<file path="config.mk">
export PLATFORM = sky130hd
export DESIGN_NAME = psm_setpoint_sequencer
export DESIGN_NICKNAME = d
export VERILOG_FILES = /design/src/rtl/psm_setpoint_sequencer.sv
export SDC_FILE = /design/constraint.sdc
export NUM_CORES = 1
export LEC_CHECK = 0
export BUFFER_PORTS_ARGS = -buffer_cell sky130_fd_sc_hd__buf_2
export CELL_PAD_IN_SITES_DETAIL_PLACEMENT = 1
export CELL_PAD_IN_SITES_GLOBAL_PLACEMENT = 1
export CORE_MARGIN = 3
export CORE_UTILIZATION = 30
export CTS_CLUSTER_DIAMETER = 150
export DETAILED_ROUTE_END_ITERATION = 10
export GPL_TIMING_DRIVEN = 0
export HOLD_SLACK_MARGIN = 0.12
export PLACE_DENSITY = 0.61
export REMOVE_ABC_BUFFERS = 1
export SLEW_MARGIN = 20
export SYNTH_ARGS = -nofsm -noshare
export SYNTH_HDL_FRONTEND = slang
export SYNTH_SLANG_ARGS = --single-unit
</file>
<file path="constraint.sdc">
create_clock -name CLK -period 11.09 [get_ports CLK]
set_input_delay 1.109 -clock CLK [delete_from_list [all_inputs] [get_ports CLK]]
set_output_delay 1.109 -clock CLK [all_outputs]
set_load 0.1 [all_outputs]
</file>
<file path="src/rtl/psm_setpoint_sequencer.sv">
// rtl/psm_setpoint_sequencer.sv - soft-start/stop slew sequencer feeding the PSM modulator configuration
module psm_setpoint_sequencer #(
    parameter int BITS_DATA   = 16,
    parameter int STEP        = 16,
    parameter int ARM_PERIODS = 4,
    parameter int WDOG_CYCLES = 65535
) (
    input  logic                 CLK,
    input  logic                 RST_N,
    input  logic                 iEnable,
    input  logic                 iFault,
    input  logic                 iClear,
    input  logic                 iPeriodStart,
    input  logic [BITS_DATA-1:0] iSPS_target,
    input  logic                 iSPS_sign,
    input  logic [BITS_DATA-1:0] iDPS_target,
    input  logic                 iDPS_sign,
    input  logic                 iN,
    input  logic [BITS_DATA-1:0] iFREQUENCY,
    input  logic [7:0]           iDEADTIME,
    output logic [BITS_DATA-1:0] oSPS_value,
    output logic                 oSPS_sign,
    output logic [BITS_DATA-1:0] oDPS_value,
    output logic                 oDPS_sign,
    output logic                 oN,
    output logic [BITS_DATA-1:0] oFREQUENCY,
    output logic [7:0]           oDEADTIME,
    output logic                 oPSM_RST,
    output logic                 oAtTarget,
    output logic [2:0]           oState,
    output logic [1:0]           oFaultCode
);

    typedef enum logic [2:0] {
        S_IDLE  = 3'd0,
        S_ARM   = 3'd1,
        S_RUN   = 3'd2,
        S_STOP  = 3'd3,
        S_FAULT = 3'd4
    } state_t;

    localparam int ARM_W  = $clog2(ARM_PERIODS + 1);
    localparam int WDOG_W = $clog2(WDOG_CYCLES + 1);
    localparam logic signed [BITS_DATA+1:0] STEP_P    = (BITS_DATA+2)'(STEP);
    localparam logic [ARM_W-1:0]            ARM_LAST  = ARM_W'(ARM_PERIODS - 1);
    localparam logic [WDOG_W-1:0]           WDOG_LAST = WDOG_W'(WDOG_CYCLES - 1);

    state_t state, state_nxt;
    logic signed [BITS_DATA:0] sps_cur, dps_cur, sps_tgt, dps_tgt, sps_nxt, dps_nxt;
    logic [BITS_DATA-1:0] freq_reg;
    logic [7:0]           dt_reg;
    logic [1:0]           fault_code;
    logic [ARM_W-1:0]     arm_cnt;
    logic [WDOG_W-1:0]    wdog_cnt;
    logic                 n_reg, en_q, active, start_ok, wdog_trip;

    // Signed setpoint with magnitude limited to the latched carrier period.
    function automatic logic signed [BITS_DATA:0] clamp_target(
        input logic [BITS_DATA-1:0] mag, input logic sgn, input logic [BITS_DATA-1:0] lim);
        logic [BITS_DATA:0] m;
        m = {1'b0, (mag > lim) ? lim : mag};
        return sgn ? $signed(m) : -$signed(m);
    endfunction

    // One slew step; passing through zero is just ordinary signed arithmetic.
    function automatic logic signed [BITS_DATA:0] step_toward(
        input logic signed [BITS_DATA:0] cur, input logic signed [BITS_DATA:0] tgt);
        logic signed [BITS_DATA+1:0] diff, sum;
        diff = {tgt[BITS_DATA], tgt} - {cur[BITS_DATA], cur};
        if (diff > STEP_P)       diff = STEP_P;
        else if (diff < -STEP_P) diff = -STEP_P;
        sum = {cur[BITS_DATA], cur} + diff;
        return (BITS_DATA+1)'(sum);
    endfunction

    always_comb begin
        sps_tgt   = clamp_target(iSPS_target, iSPS_sign, freq_reg);
        dps_tgt   = clamp_target(iDPS_target, iDPS_sign, freq_reg);
        sps_nxt   = step_toward(sps_cur, iEnable ? sps_tgt : '0);
        dps_nxt   = step_toward(dps_cur, iEnable ? dps_tgt : '0);
        active    = (state == S_ARM) || (state == S_RUN) || (state == S_STOP);
        start_ok  = iEnable && !en_q && !iFault && (iFREQUENCY >= BITS_DATA'(2));
        wdog_trip = active && !iPeriodStart && (wdog_cnt == WDOG_LAST);
    end

    always_ff @(posedge CLK or negedge RST_N) begin
        if (!RST_N) state <= S_IDLE;
        else        state <= state_nxt;
    end

    always_comb begin
        state_nxt = state;
        case (state)
            S_IDLE:  if (start_ok) state_nxt = S_ARM;
            S_ARM:   if (!iEnable) state_nxt = S_IDLE;
                     else if (iPeriodStart && arm_cnt == ARM_LAST) state_nxt = S_RUN;
            S_RUN:   if (!iEnable) state_nxt = S_STOP;
            S_STOP:  if (iEnable) state_nxt = S_RUN;
                     else if (iPeriodStart && sps_nxt == '0 && dps_nxt == '0) state_nxt = S_IDLE;
            S_FAULT: if (iClear && !iFault) state_nxt = S_IDLE;
            default: state_nxt = S_IDLE;
        endcase
        if (active && (iFault || wdog_trip)) state_nxt = S_FAULT;
    end

    always_comb begin
        oPSM_RST  = (state == S_IDLE) || (state == S_FAULT);
        oState    = state;
        oAtTarget = (state == S_RUN) && (sps_cur == sps_tgt) && (dps_cur == dps_tgt);
    end

    always_ff @(posedge CLK or negedge RST_N) begin
        if (!RST_N) begin
            sps_cur    <= '0;
            dps_cur    <= '0;
            n_reg      <= 1'b0;
            freq_reg   <= '0;
            dt_reg     <= '0;
            fault_code <= 2'b00;
            arm_cnt    <= '0;
            wdog_cnt   <= '0;
            en_q       <= 1'b0;
        end else begin
            en_q <= iEnable;
            if (state == S_IDLE && state_nxt == S_ARM) begin
                freq_reg <= iFREQUENCY;
                dt_reg   <= iDEADTIME;
            end
            if (state_nxt != S_RUN && state_nxt != S_STOP) begin
                sps_cur <= '0;
                dps_cur <= '0;
            end else if (iPeriodStart && (state == S_RUN || state == S_STOP)) begin
                sps_cur <= sps_nxt;
                dps_cur <= dps_nxt;
            end
            // Bridge select only changes while no DPS shift is being applied.
            if (active && iPeriodStart && dps_cur == '0) n_reg <= iN;
            if (state != S_ARM)    arm_cnt <= '0;
            else if (iPeriodStart) arm_cnt <= arm_cnt + 1'b1;
            if (!active || iPeriodStart) wdog_cnt <= '0;
            else if (!wdog_trip)         wdog_cnt <= wdog_cnt + 1'b1;
            if (state != S_FAULT && state_nxt == S_FAULT)      fault_code <= iFault ? 2'b01 : 2'b10;
            else if (state == S_FAULT && state_nxt != S_FAULT) fault_code <= 2'b00;
        end
    end

    assign oSPS_sign  = ~sps_cur[BITS_DATA];
    assign oDPS_sign  = ~dps_cur[BITS_DATA];
    assign oSPS_value = sps_cur[BITS_DATA] ? (~sps_cur[BITS_DATA-1:0] + 1'b1) : sps_cur[BITS_DATA-1:0];
    assign oDPS_value = dps_cur[BITS_DATA] ? (~dps_cur[BITS_DATA-1:0] + 1'b1) : dps_cur[BITS_DATA-1:0];
    assign oN         = n_reg;
    assign oFREQUENCY = freq_reg;
    assign oDEADTIME  = dt_reg;
    assign oFaultCode = fault_code;

endmodule

</file>
# ---- After elaboration in Yosys (flattened, before gate mapping)
# Index checks and enable logic that the tools add are counted.
dict set report op_classes {
  add_sub_neg 10
  n_lt_le_gt_ge 7
  n_eq_ne 16
  mux 32
  bitwise 4
  n_reduce_logical 36
}
# op n
set ops {}
lappend ops {{2-to-1 mux 17 bit} 12}
lappend ops {{2-to-1 mux 16 bit} 6}
lappend ops {{logical NOT 17 bit} 3}
lappend ops {{adder 16 x 1 -> 16 bit (second input constant)} 3}
lappend ops {{> comparator 18 x 6 -> 1 bit (second input constant)} 2}
lappend ops {{less-than comparator 18 x 5 -> 1 bit (second input constant)} 2}
lappend ops {{subtractor 17 x 17 -> 18 bit} 2}
lappend ops {{adder 17 bit} 2}
lappend ops {{== test 17 bit} 2}
lappend ops {{negator 16 -> 17 bit} 2}
lappend ops {{> comparator 16 bit} 2}
lappend ops {{NOT 16 bit} 2}
lappend ops {{2-to-1 mux 3 bit} 10}
lappend ops {{logical AND 1 bit} 19}
lappend ops {{== test 16 bit (second input constant)} 1}
lappend ops {{>= comparator 16 x 2 -> 1 bit (second input constant)} 1}
lappend ops {{one-hot mux 3 bit (5 select lines)} 1}
lappend ops {{== test 3 x 2 -> 1 bit (second input constant)} 3}
lappend ops {{== test 3 x 1 -> 1 bit (second input constant)} 2}
lappend ops {{== test 3 bit (second input constant)} 2}
lappend ops {{logical OR 1 bit} 6}
lappend ops {{2-to-1 mux 2 bit} 3}
lappend ops {{inequality test 3 x 2 -> 1 bit (second input constant)} 2}
lappend ops {{inequality test 3 bit (second input constant)} 2}
lappend ops {{other kinds (7)} 13}
dict set report word_totals {
  regBits 84
  out_inout_bits 66
}

# ---- Logic depth before layout (Yosys ltp)
# Gate-level depths: netlist of the first run.
dict set report depth {
  ltp_word 21
  ltp_mapped 44
}

# ---- Worst setup path before layout of the first run
# Ideal clock, no wire load.
dict set report synth_timing {
  path_kind {reg2reg}
  startpoint {register freq_reg[12], in the netlist oFREQUENCY[12]}
  endpoint {register dps_cur[0]}
  setup_time_ps 132
  arrival_ps 9540
  t_required_ps 10958
  setup_slack_ps 1418
  path_stages_with_launch 44
  path_buffers 6
  period_less_slack_ps 9672
  cell_sequence {dfrtp_1 > clkbuf_1 > inv_1 > ha_1 > nand3_2 > nor4_2 > a21bo_2 > a31oi_4 > clkbuf_1 > clkbuf_1 > nor2_1 > a21oi_1 > ha_1 > nand2_1 > nor4_1 > inv_1 > mux2i_1 > a21oi_1 > [8 not listed] > o31ai_1 > nor3_1 > nand4_1 > or4_1 > clkbuf_1 > a21oi_1 > ha_1 > a211oi_1 > o21ai_0 > a221oi_1 > or3_1 > a32oi_1 > xor2_1 > nor4_1 > a41oi_1 > o21ai_1 > clkbuf_1 > nor2_1}
}
dict set report synth_between {
  elab_chain_len 20
}
# item line_no
set synth_lines {}
lappend synth_lines {{start, declared} 50} ;# logic [BITS_DATA-1:0] freq_reg;
lappend synth_lines {{start signal, assigned} 126} ;# freq_reg <= iFREQUENCY;
lappend synth_lines {{> comparator 16 bit} 61} ;# m = {1'b0, (mag > lim) ? lim : mag};
lappend synth_lines {{2-to-1 mux 16 bit} 61}
lappend synth_lines {{negator 16 -> 17 bit} 62} ;# return sgn ? $signed(m) : -$signed(m);
lappend synth_lines {{2-to-1 mux 17 bit} 62}
lappend synth_lines {{2-to-1 mux 17 bit} 79} ;# sps_nxt = step_toward(sps_cur, iEnable ? sps_tgt : '0);
lappend synth_lines {{subtractor 17 x 17 -> 18 bit} 69} ;# diff = {tgt[BITS_DATA], tgt} - {cur[BITS_DATA], cur};
lappend synth_lines {{less-than comparator 18 x 5 -> 1 bit} 71} ;# else if (diff < -STEP_P) diff = -STEP_P;
lappend synth_lines {{2-to-1 mux 17 bit} 71}
lappend synth_lines {{[3 not listed]} -}
lappend synth_lines {{logical AND 1 bit (2 in series)} 99} ;# else if (iPeriodStart && sps_nxt == '0 && dps_nxt == '0) state_nxt = S_IDLE;
lappend synth_lines {{2-to-1 mux 3 bit} 99}
lappend synth_lines {{2-to-1 mux 3 bit} 98} ;# S_STOP: if (iEnable) state_nxt = S_RUN;
lappend synth_lines {{one-hot mux 3 bit (5 select lines)} 93} ;# case (state)
lappend synth_lines {{2-to-1 mux 3 bit} 103} ;# if (active && (iFault || wdog_trip)) state_nxt = S_FAULT;
lappend synth_lines {{inequality test 3 x 2 -> 1 bit} 129} ;# if (state_nxt != S_RUN && state_nxt != S_STOP) begin
lappend synth_lines {{logical AND 1 bit} 129}
lappend synth_lines {{2-to-1 mux 17 bit or nonzero test 2 bit (tied branches)} -}
lappend synth_lines {{end signal, assigned} 134} ;# dps_cur <= dps_nxt;
lappend synth_lines {{end, declared} 49} ;# logic signed [BITS_DATA:0] sps_cur, dps_cur, sps_tgt, dps_tgt, sps_nxt, dps_nxt;
# Parallel ways exist; a longest one is shown, timed or not. The select of a mux whose other input is x is not followed.
# A chain may end at the register's enable or synchronous reset.

# ---- Worst setup path in the final report of the first run
dict set report layout_timing {
  startpoint {input iDPS_target[12]}
  endpoint {register dps_cur[14]}
}
dict set report layout_between {
  elab_chain_len 19
}
# item line_no
set layout_lines {}
lappend layout_lines {{start, declared} 16} ;# input logic [BITS_DATA-1:0] iDPS_target,
lappend layout_lines {{> comparator 16 bit} 61}
lappend layout_lines {{2-to-1 mux 16 bit (*)} 61}
lappend layout_lines {{negator 16 -> 17 bit} 62}
lappend layout_lines {{2-to-1 mux 17 bit (*)} 62}
lappend layout_lines {{2-to-1 mux 17 bit (*)} 80} ;# dps_nxt = step_toward(dps_cur, iEnable ? dps_tgt : '0);
lappend layout_lines {{subtractor 17 x 17 -> 18 bit (*)} 69}
lappend layout_lines {{less-than comparator 18 x 5 -> 1 bit} 71}
lappend layout_lines {{2-to-1 mux 17 bit} 71}
lappend layout_lines {{[3 not listed]} -}
lappend layout_lines {{logical AND 1 bit} 99}
lappend layout_lines {{2-to-1 mux 3 bit} 99}
lappend layout_lines {{2-to-1 mux 3 bit} 98}
lappend layout_lines {{one-hot mux 3 bit (5 select lines)} 93}
lappend layout_lines {{2-to-1 mux 3 bit} 103}
lappend layout_lines {{inequality test 3 x 2 -> 1 bit} 129}
lappend layout_lines {{logical AND 1 bit} 129}
lappend layout_lines {{2-to-1 mux 17 bit or nonzero test 2 bit (tied branches)} -}
# Mark *: on every way between the ends. The rest lies on a longest branch, timed or not. The select of a mux whose other input is x is not followed.

==> results of run 1 <==
## through the flow
step	cells	power, W	worst slack, ns	area, um^2	utilization
floorplan	1400	0.00227	0.211	11100	-
global placement	2034	0.00284	-3.78	12400	0.334
detailed placement	2041	0.00291	-1.52	12600	0.339
CTS	2060	0.00330	0.00231	13000	0.349
global route	2065	0.00358	0.0516	13100	0.352
finish	2065	0.00333	0.565	13100	0.352
## synthesized netlist by cell type (all sizes together), types with 19 or more instances
library cell | instances | share of area
inv | 91 | 0.030
nor3 | 41 | 0.018
nand2 | 93 | 0.031
clkbuf | 54 | 0.018
o21ai | 74 | 0.032
a211oi | 25 | 0.016
o31ai | 25 | 0.016
nand3 | 34 | 0.015
ha | 107 | 0.12
mux2 | 29 | 0.029
nor4 | 29 | 0.020
dfrtp | 84 | 0.18
xnor2 | 123 | 0.094
xor2 | 41 | 0.031
a21oi | 112 | 0.049
nand4 | 29 | 0.016
o21a | 19 | 0.012
nor2 | 146 | 0.048
nand2b | 19 | 0.010
mux2i | 42 | 0.037
and2 | 28 | 0.015
a21o | 23 | 0.015
## repair_timing
item | in CTS | in global routing
gates cloned | 1 | 0
setup endpoints to repair | 36 | 36
gates resized for setup | 10 | 12
setup buffers | 2 | 5
pin swaps | 2 | 2
hold buffers | 0 | 0
## cell families (layout without fill, tap and decap cells)
group / Yosys count / count (layout)
flops: 84 / 84
simple gates: 501 / 501
buf+inv: 164 / 253
compound gates: 373 / 374
fa+ha+maj: 111 / 111
mux: 72 / 72
xor+xnor: 166 / 166
## per-layer routing
layer  global-route usage  routed length [um]  part of all wire
met5                    0                   0                 0
met4               0.0598                1050             0.024
met3               0.0290                1350             0.031
met2                0.349               20100              0.46
met1                0.285               20900              0.48
## how the worst max path moves through the flow
stage                               start           to  cells past startpoint
after detailed placement  iSPS_target[11]   sps_cur[9]                     37
after CTS                  oFREQUENCY[12]  dps_cur[14]                     34
after global routing      iDPS_target[12]  dps_cur[14]                     35
after global placement    iDPS_target[12]  dps_cur[12]                     33
final                     iDPS_target[12]  dps_cur[14]                     35
after floorplan            oFREQUENCY[12]   dps_cur[0]                     36
## final cells by class
| cell class | count | area (um^2) |
|---|---|---|
| Fill cell | 4616 | 24000 |
| Multi-Input combinational cell | 1224 | 8840 |
| Sequential cell | 84 | 2110 |
| Timing Repair Buffer | 144 | 841 |
| Tap cell | 504 | 631 |
| Inverter | 93 | 349 |
| Clock buffer | 9 | 225 |
| Clock inverter | 7 | 93.8 |
## power by group
| group | internal (W) | switching (W) |
|---|---|---|
| logic | 0.000853 | 0.00164 |
| registers | 0.000362 | 0.000129 |
| clock network | 0.000181 | 0.000165 |
## state kept, by name, indices dropped and copies added (netlist names)
| name | flops |
|---|---|
| arm_cnt | 3 |
| oState | 3 |
| oFaultCode | 2 |
| oDEADTIME | 8 |
| wdog_cnt | 16 |
| oN | 1 |
| en_q | 1 |
| oFREQUENCY | 16 |
| dps_cur | 17 |
| sps_cur | 17 |
## critical path, delay by kind of cell
family / cells / cell delay, ns
XOR/XNOR: 1 / 0.33
multiplexers: 1 / 0.35
AND/OR/NAND/NOR: 12 / 3.24
buffers and inverters: 3 / 0.55
AO/OA/AOI/OAI: 13 / 3.37
adder cells (fa/ha/maj): 5 / 1.77
==> qor.csv, run 1 <==
metric,value,unit
run status,"complete, no violations",
via count of the first global-routing pass,11800,
Die Width,201,um
GP Congestion,0.869,
H-tree levels,3,
dominant combinational cell family by area after synthesis,simple AND/OR/NAND/NOR gates,
Worst Hold Depth,1,
core outline area,37100,um^2
final routed DRC violation total,0,
synthesized area,11400,um^2
clk sink count,84,
clock slew seen by the registers of the worst setup and hold paths,0.07,ns
most frequent cells in the layout,"sky130_fd_sc_hd__nor2_1, sky130_fd_sc_hd__buf_2, sky130_fd_sc_hd__xnor2_1",
Inserted Diodes,0,
"setup slack, reg-to-reg",0.67,ns
count of unique library cells instantiated by Yosys,76,
gate count after technology mapping,1471,
maximum VDD drop,0.265,mV
r2r endpoint,dps_cur[14],
"Period Utilization, post-route",0.949,
arrival time at the worst endpoint,10.78,ns
post-synthesis share of cell area spent on xor and xnor gates,0.129,
share of synthesized area spent on multiplexers,0.0673,
synthesis-to-layout area growth,14.4,%
global router's overall resource usage,0.210,
"Clk Latency, worst-skew pair",0.38,ns
highest-delay cell along the critical path,sky130_fd_sc_hd__or4b_1,
sequential fraction of the synthesis area,0.184,
Final Hold Viols,0,
critical path data required time,11.34,ns
path class of the lowest-slack min-delay path,reg2reg,
Post-synth ARST share,1.00,
Crit path largest cell delay,0.52,ns
Worst R2R Start,oFREQUENCY[12],
Simple-Gate Fraction of Synth Area,0.224,
Post-synth EDFFs,0,
setup repair after global routing missed its margin,no,
TritonCTS clock tree,built,
effective utilization at floorplan,0.308,
CP most frequent cell,sky130_fd_sc_hd__ha_1,
worst reg-to-reg path cell count,35,
crit-path max FO,17,
pin count of the biggest net entering global routing,46,
vias per std cell,5.52,
number of top-level pins,131,
minimum hold slack,0.510,ns
Hold EP,oDEADTIME[2],
most frequent standard cell in the layout excluding fill and tap cells,sky130_fd_sc_hd__nor2_1,
average wire length per cell after detail routing,21.0,um
half-perimeter wire length of the detailed placement result,35100,um
"Min Clock Period, post-route",10.52,ns
average size of a mapped cell,7.78,um^2
number of max-cap violations,0,
layout net count,1732,
Least-Margin Pin Slew,0.870,ns
Antenna Violating Nets Remaining,0,
critical path class,in2reg,
share of the synthesized area in compound gates (AO/OA/AOI/OAI),0.214,
die area,40500,um^2
number of endpoints failing setup at the final stage,0,
endpoint class of the critical path,flip-flop,
wire length of the first global-routing pass,67700,um
share of post-route cells with drive strength above 1,0.147,
Synth Flop Type,sky130_fd_sc_hd__dfrtp_1,
Yosys warning count,0,
startpoint type of the worst setup path,input pin,
initial antenna violation count,0,
achievable clock frequency,95.0,MHz
power density over the cells,254,nW/um^2
Clock Path Buffers,2,
final setup skew,0.0115,ns
register bit total from synthesis,84,
Die Y-Extent,201,um
static power due to leakage,5.60,nW
Final Routed Wirelength,43400,um
max-slew headroom at the worst pin,0.418,
adder-cell share of the synthesized area,0.124,
detailed-routing iteration count for the pre-antenna-repair pass,6,
hold wc startpoint,oDEADTIME[2],
First DRT Iteration DRCs,675,
CTS Buf Count,9,
leftover overflow at the end of global routing,0,
number of buffer cells added on primary ports,130,
Root Buffer Master,sky130_fd_sc_hd__clkbuf_16,
FP Rows,70,
via count,11400,
total negative setup slack,0,ns
Slew Limit Fails,0,
(Power assumes the default switching activity.)
==> run 2: changes to the inputs <==
CORE_UTILIZATION = 45   (was 30)
PLACE_DENSITY = 0.84   (was 0.61)
SKIP_CTS_REPAIR_TIMING = 1   (was unset)
SLEW_MARGIN = unset   (was 20)
==> qor.csv, run 2 (synthesized netlist as in run 1, its figures left out) <==
metric,value,unit,change
half-perimeter wire length of the detailed placement result,32600,um,-7.3%
register area,2100,um^2,-0.18%
die area,27400,um^2,-32%
number of endpoints failing setup at the final stage,0,,unchanged
TritonCTS clock tree,built,,
FP Rows,57,,-19%
effective utilization at floorplan,0.464,,+0.156
initial antenna violation count,0,,unchanged
GP Congestion,0.938,,+7.9%
power density over the cells,259,nW/um^2,+1.7%
First DRT Iteration DRCs,1090,,+61%
share of post-route cells with drive strength above 1,0.144,,-0.00238
Inserted Diodes,0,,unchanged
Least-Margin Pin Slew,1.25,ns,+0.377 ns
Die Y-Extent,165,um,-18%
static power due to leakage,5.58,nW,-0.35%
average wire length per cell after detail routing,21.8,um,+3.6%
vias per std cell,6.29,,+14%
"Clk Latency, worst-skew pair",0.37,ns,about the same
endpoint class of the critical path,flip-flop,,
Regs by FF count,"dps_cur: 17 flops, sps_cur: 17 flops",,
number of top-level pins,131,,unchanged
layout net count,1730,,-0.12%
number of cells in the design after placement,1859,,-8.9%
via count of the first global-routing pass,12200,,+3.4%
Slew Limit Fails,0,,unchanged
via count,11800,,+3.8%
hold wc startpoint,oFaultCode[1],,
setup slack of the critical path after layout,0.494,ns,-0.0710 ns
Antenna Violating Nets Remaining,0,,unchanged
detailed-routing iteration count for the pre-antenna-repair pass,5,,-1
clock slew seen by the registers of the worst setup and hold paths,0.08,ns,about the same
maximum VDD drop,0.295,mV,+11%
leftover overflow at the end of global routing,0,,unchanged
"Min Clock Period, post-route",10.60,ns,+0.0710 ns
global router's overall resource usage,0.296,,+0.0860
most frequent standard cell in the layout excluding fill and tap cells,sky130_fd_sc_hd__nor2_1,,
Crit path largest cell delay,0.61,ns,+0.09 ns
crit-path max FO,33,,+16
Clock Path Buffers,2,,unchanged
final design utilization,0.519,,+0.167
path class of the lowest-slack min-delay path,reg2reg,,
core outline area,24700,um^2,-34%
power after layout,0.00332,W,-0.44%
final routed DRC violation total,0,,unchanged
Worst R2R Start,oFREQUENCY[12],,
"Cell Count, Final, Fillers Out",1883,,-8.8%
number of max-cap violations,0,,unchanged
multi-input gate area in the final layout,8830,um^2,-0.17%
clk sink count,84,,unchanged
synthesis-to-layout area growth,12.0,%,
"setup slack, reg-to-reg",0.49,ns,-0.18 ns
max-slew headroom at the worst pin,0.166,,-0.252
critical path data required time,11.33,ns,about the same
"Period Utilization, post-route",0.955,,+0.00641
worst reg-to-reg path cell count,34,,-2.9%
wire length of the first global-routing pass,63900,um,-5.6%
achievable clock frequency,94.4,MHz,-0.67%
post-placement setup slack,-1.16,ns,+0.360 ns
Final Routed Wirelength,41000,um,-5.5%
Hold EP,oFaultCode[1],,
startpoint type of the worst setup path,flip-flop,,
number of buffer cells added on primary ports,130,,unchanged
run status,"complete, no violations",,
r2r endpoint,sps_cur[9],,
arrival time at the worst endpoint,10.83,ns,+0.05 ns
most frequent cells in the layout,"sky130_fd_sc_hd__nor2_1, sky130_fd_sc_hd__buf_2, sky130_fd_sc_hd__xnor2_1",,
pin count of the biggest net entering global routing,51,,+11%
H-tree levels,3,,unchanged
highest-delay cell along the critical path,sky130_fd_sc_hd__dfrtp_1,,
Final Hold Viols,0,,unchanged
final-layout fill cell count,3150,,-32%
Root Buffer Master,sky130_fd_sc_hd__clkbuf_16,,
CP most frequent cell,sky130_fd_sc_hd__ha_1,,
critical path class,reg2reg,,
final setup skew,0.0124,ns,+0.000926 ns
Die Width,165,um,-18%
CTS Buf Count,9,,unchanged
Worst Hold Depth,2,,+1
==> run 2: changes by cell type in the layout (fill, tap and decap cells not counted), sizes merged <==
cell | before | now
buf | 144 | 142
inv | 94 | 95
bufinv | 1 | 0
clkinv | 4 | 5
clkinvlp | 1 | 0
==> run 2: metrics by stage <==
step                      TNS (ns)  instance area, um^2  hold WS, ns
after floorplan                  0                11100        0.490
after global placement     -110.90                12200        0.464
after detailed placement    -40.12                12300        0.484
after CTS                   -29.95                12600        0.505
after global routing        -0.435                12800        0.531
final                            0                12800        0.502
==> run 2: worst max path at each step <==
stage | start | endpoint | slack, ns | cells after the start
floorplan | oFREQUENCY[12] | dps_cur[0] | 0.21 | 36
global route | oFREQUENCY[12] | sps_cur[9] | -0.05 | 37
finish | oFREQUENCY[12] | sps_cur[9] | 0.49 | 34
detailed placement | iSPS_target[11] | sps_cur[5] | -1.16 | 37
global placement | iDPS_target[12] | sps_cur[14] | -3.17 | 33
CTS | oFREQUENCY[12] | sps_cur[9] | -0.88 | 37
==> run 2: per-layer routing <==
metal / track usage / wire length [um]
met1: 0.376 / 17600
met2: 0.482 / 18800
met3: 0.0434 / 2280
met4: 0.163 / 2290
met5: 0 / 0
==> run 2: final cells by class <==
cell class,instances,area share
Inverter,93,0.0273
Clock buffer,9,0.0176
Timing Repair Buffer,142,0.0643
Clock inverter,7,0.00596
Tap cell,324,0.0316
Sequential cell,84,0.164
Multi-Input combinational cell,1224,0.689
==> run 2: critical path: cells and delay by family (launching register included) <==
kind / cells / cell delay (ns)
AO/OA/AOI/OAI: 13 / 3.53
buffers and inverters: 2 / 0.51
adder cells (fa/ha/maj): 5 / 1.80
XOR/XNOR: 1 / 0.30
AND/OR/NAND/NOR: 12 / 3.28
multiplexers: 1 / 0.40
flip-flops: 1 / 0.61
==> run 2: power by group <==
part | switching, W | internal (W)
combinational | 0.00164 | 0.000858
sequential | 0.000130 | 0.000361
clock | 0.000166 | 0.000161
==> run 3: changes to the inputs <==
RECOVER_POWER = 100   (was unset)
==> qor.csv, run 3 (synthesized netlist as in run 1, its figures left out) <==
metric,value,unit,change
run status,"finished, violations left",,
violated checks,"max-capacitance violations, max-slew violations",,
die area,27400,um^2,unchanged
P_int,0.00137,W,-0.82%
combinational share of power,0.752,,-0.002
power density over the cells,259,nW/um^2,about the same
TritonCTS clock tree,built,,
number of endpoints failing setup at the final stage,0,,unchanged
average wire length per cell after detail routing,21.7,um,-0.19%
vias per std cell,6.29,,about the same
Final Routed Wirelength,40900,um,-0.19%
most frequent cells in the layout,"sky130_fd_sc_hd__nor2_1, sky130_fd_sc_hd__xnor2_1, sky130_fd_sc_hd__a21oi_1",,
Antenna Violating Nets Remaining,0,,unchanged
"Cell Count, Final, Fillers Out",1883,,unchanged
Crit path largest cell delay,0.61,ns,about the same
standard cell area after detailed placement,12300,um^2,unchanged
maximum VDD drop,0.290,mV,-1.7%
number of cells in the design after placement,1859,,unchanged
layout net count,1730,,unchanged
highest-delay cell along the critical path,sky130_fd_sc_hd__dfrtp_1,,
H-tree levels,3,,unchanged
max-slew headroom at the worst pin,-0.825,,-0.991
number of top-level pins,131,,unchanged
final setup skew,0.0122,ns,-0.000169 ns
startpoint type of the worst setup path,flip-flop,,
Least-Margin Pin Slew,2.74,ns,+1.49 ns
static power due to leakage,5.49,nW,-1.6%
clk sink count,84,,unchanged
initial antenna violation count,0,,unchanged
minimum hold slack,0.503,ns,+0.00156 ns
share of post-route cells with drive strength above 1,0.128,,-0.0160
final-layout fill cell count,3165,,+0.48%
Switching Share,0.586,,+0.00179
Inserted Diodes,0,,unchanged
Reg power frac,0.149,,about the same
half-perimeter wire length of the detailed placement result,32600,um,unchanged
"Clk Latency, worst-skew pair",0.37,ns,about the same
number of buffer and inverter stages on the critical path,2,,unchanged
"Period Utilization, post-route",0.954,,-0.00153
GP Congestion,0.938,,unchanged
Die Width,165,um,unchanged
synthesis-to-layout area growth,11.5,%,
total net switching power,0.00193,W,about the same
Final Hold Viols,0,,unchanged
crit-path max FO,33,,unchanged
endpoint class of the critical path,flip-flop,,
FP Rows,57,,unchanged
wire length of the first global-routing pass,63900,um,unchanged
Clock Path Buffers,2,,unchanged
"Min Clock Period, post-route",10.58,ns,-0.0169 ns
effective utilization at floorplan,0.464,,unchanged
Root Buffer Master,sky130_fd_sc_hd__clkbuf_16,,
global router's overall resource usage,0.296,,unchanged
Slew Limit Fails,87,,+87
Finished Cell Area,12800,um^2,-0.44%
critical path class,reg2reg,,
final routed DRC violation total,0,,unchanged
Die Y-Extent,165,um,unchanged
leftover overflow at the end of global routing,0,,unchanged
Regs by FF count,"dps_cur: 17 flops, sps_cur: 17 flops",,
setup slack of the critical path after layout,0.511,ns,+0.0169 ns
achievable clock frequency,94.5,MHz,+0.16%
pin count of the biggest net entering global routing,51,,unchanged
via count,11800,,+0.076%
"Largest delay share family, worst path",compound AO/OA/AOI/OAI gates,,
register area,2100,um^2,unchanged
post-placement setup slack,-1.16,ns,unchanged
CTS Buf Count,9,,unchanged
path class of the lowest-slack min-delay path,reg2reg,,
critical path data required time,11.32,ns,about the same
Clock Power Share,0.099,,about the same
core outline area,24700,um^2,unchanged
multi-input gate area in the final layout,8830,um^2,unchanged
First DRT Iteration DRCs,1044,,-4.2%
via count of the first global-routing pass,12200,,unchanged
CP most frequent cell,sky130_fd_sc_hd__ha_1,,
detailed-routing iteration count for the pre-antenna-repair pass,5,,unchanged
arrival time at the worst endpoint,10.81,ns,-0.02 ns
number of buffer cells added on primary ports,130,,unchanged
most frequent standard cell in the layout excluding fill and tap cells,sky130_fd_sc_hd__nor2_1,,
number of max-cap violations,2,,+2
clock slew seen by the registers of the worst setup and hold paths,0.08,ns,about the same
[run 3: cell types whose count changed in the layout (fill, tap and decap cells not counted)]
cell,delta
sky130_fd_sc_hd__clkbuf_1,+25
sky130_fd_sc_hd__buf_2,-23
sky130_fd_sc_hd__buf_4,-1
sky130_fd_sc_hd__buf_16,-1
[run 3: final timing paths]
kind                           startpoint            end  slack (ns)  depth (start not counted)
max                        oFREQUENCY[12]     sps_cur[9]        0.51                         34
min in group asynchronous           RST_N    dps_cur[11]        1.37                          1
min reg2reg                 oFaultCode[1]  oFaultCode[1]        0.50                          2
max in group asynchronous           RST_N           en_q        6.25                          2
max reg2reg                oFREQUENCY[12]     sps_cur[9]        0.51                         34
min                         oFaultCode[1]  oFaultCode[1]        0.50                          2
[run 3: metrics by stage]
step / util / total power, W / TNS [ns]
after floorplan: - / 0.00227 / 0
after global placement: 0.494 / 0.00278 / -110.90
after detailed placement: 0.500 / 0.00287 / -40.12
after CTS: 0.512 / 0.00322 / -29.95
after global routing: 0.517 / 0.00351 / -0.520
final: 0.517 / 0.00330 / 0
[run 3: power groups by stage]
stage               Combinational [W]  Clock (W)  Sequential (W)
floorplan                     0.00145          0        0.000823
global placement              0.00229          0        0.000483
detailed placement            0.00239          0        0.000489
CTS                           0.00240   0.000332        0.000483
global route                  0.00267   0.000346        0.000496
finish                        0.00248   0.000327        0.000491
[run 3: per-layer routing]
layer / vias to the layer above / routed length, um / track usage
li1: 5506 / - / -
met1: 5810 / 17500 / 0.376
met2: 411 / 19000 / 0.482
met3: 120 / 2260 / 0.0434
met4: 0 / 2220 / 0.163
met5: - / 0 / 0
[run 3: cell type report]
cell class,instances,area share
Clock buffer,9,0.0177
Clock inverter,7,0.00599
Inverter,93,0.0274
Multi-Input combinational cell,1224,0.692
Sequential cell,84,0.165
Tap cell,324,0.0318
Timing Repair Buffer,142,0.0601
[run 3: worst min-delay path, stage by stage (launching register included)]
cell and delay [ns]:
sky130_fd_sc_hd__dfrtp_1 0.35, sky130_fd_sc_hd__nand2_1 0.05, sky130_fd_sc_hd__o21ai_0 0.07
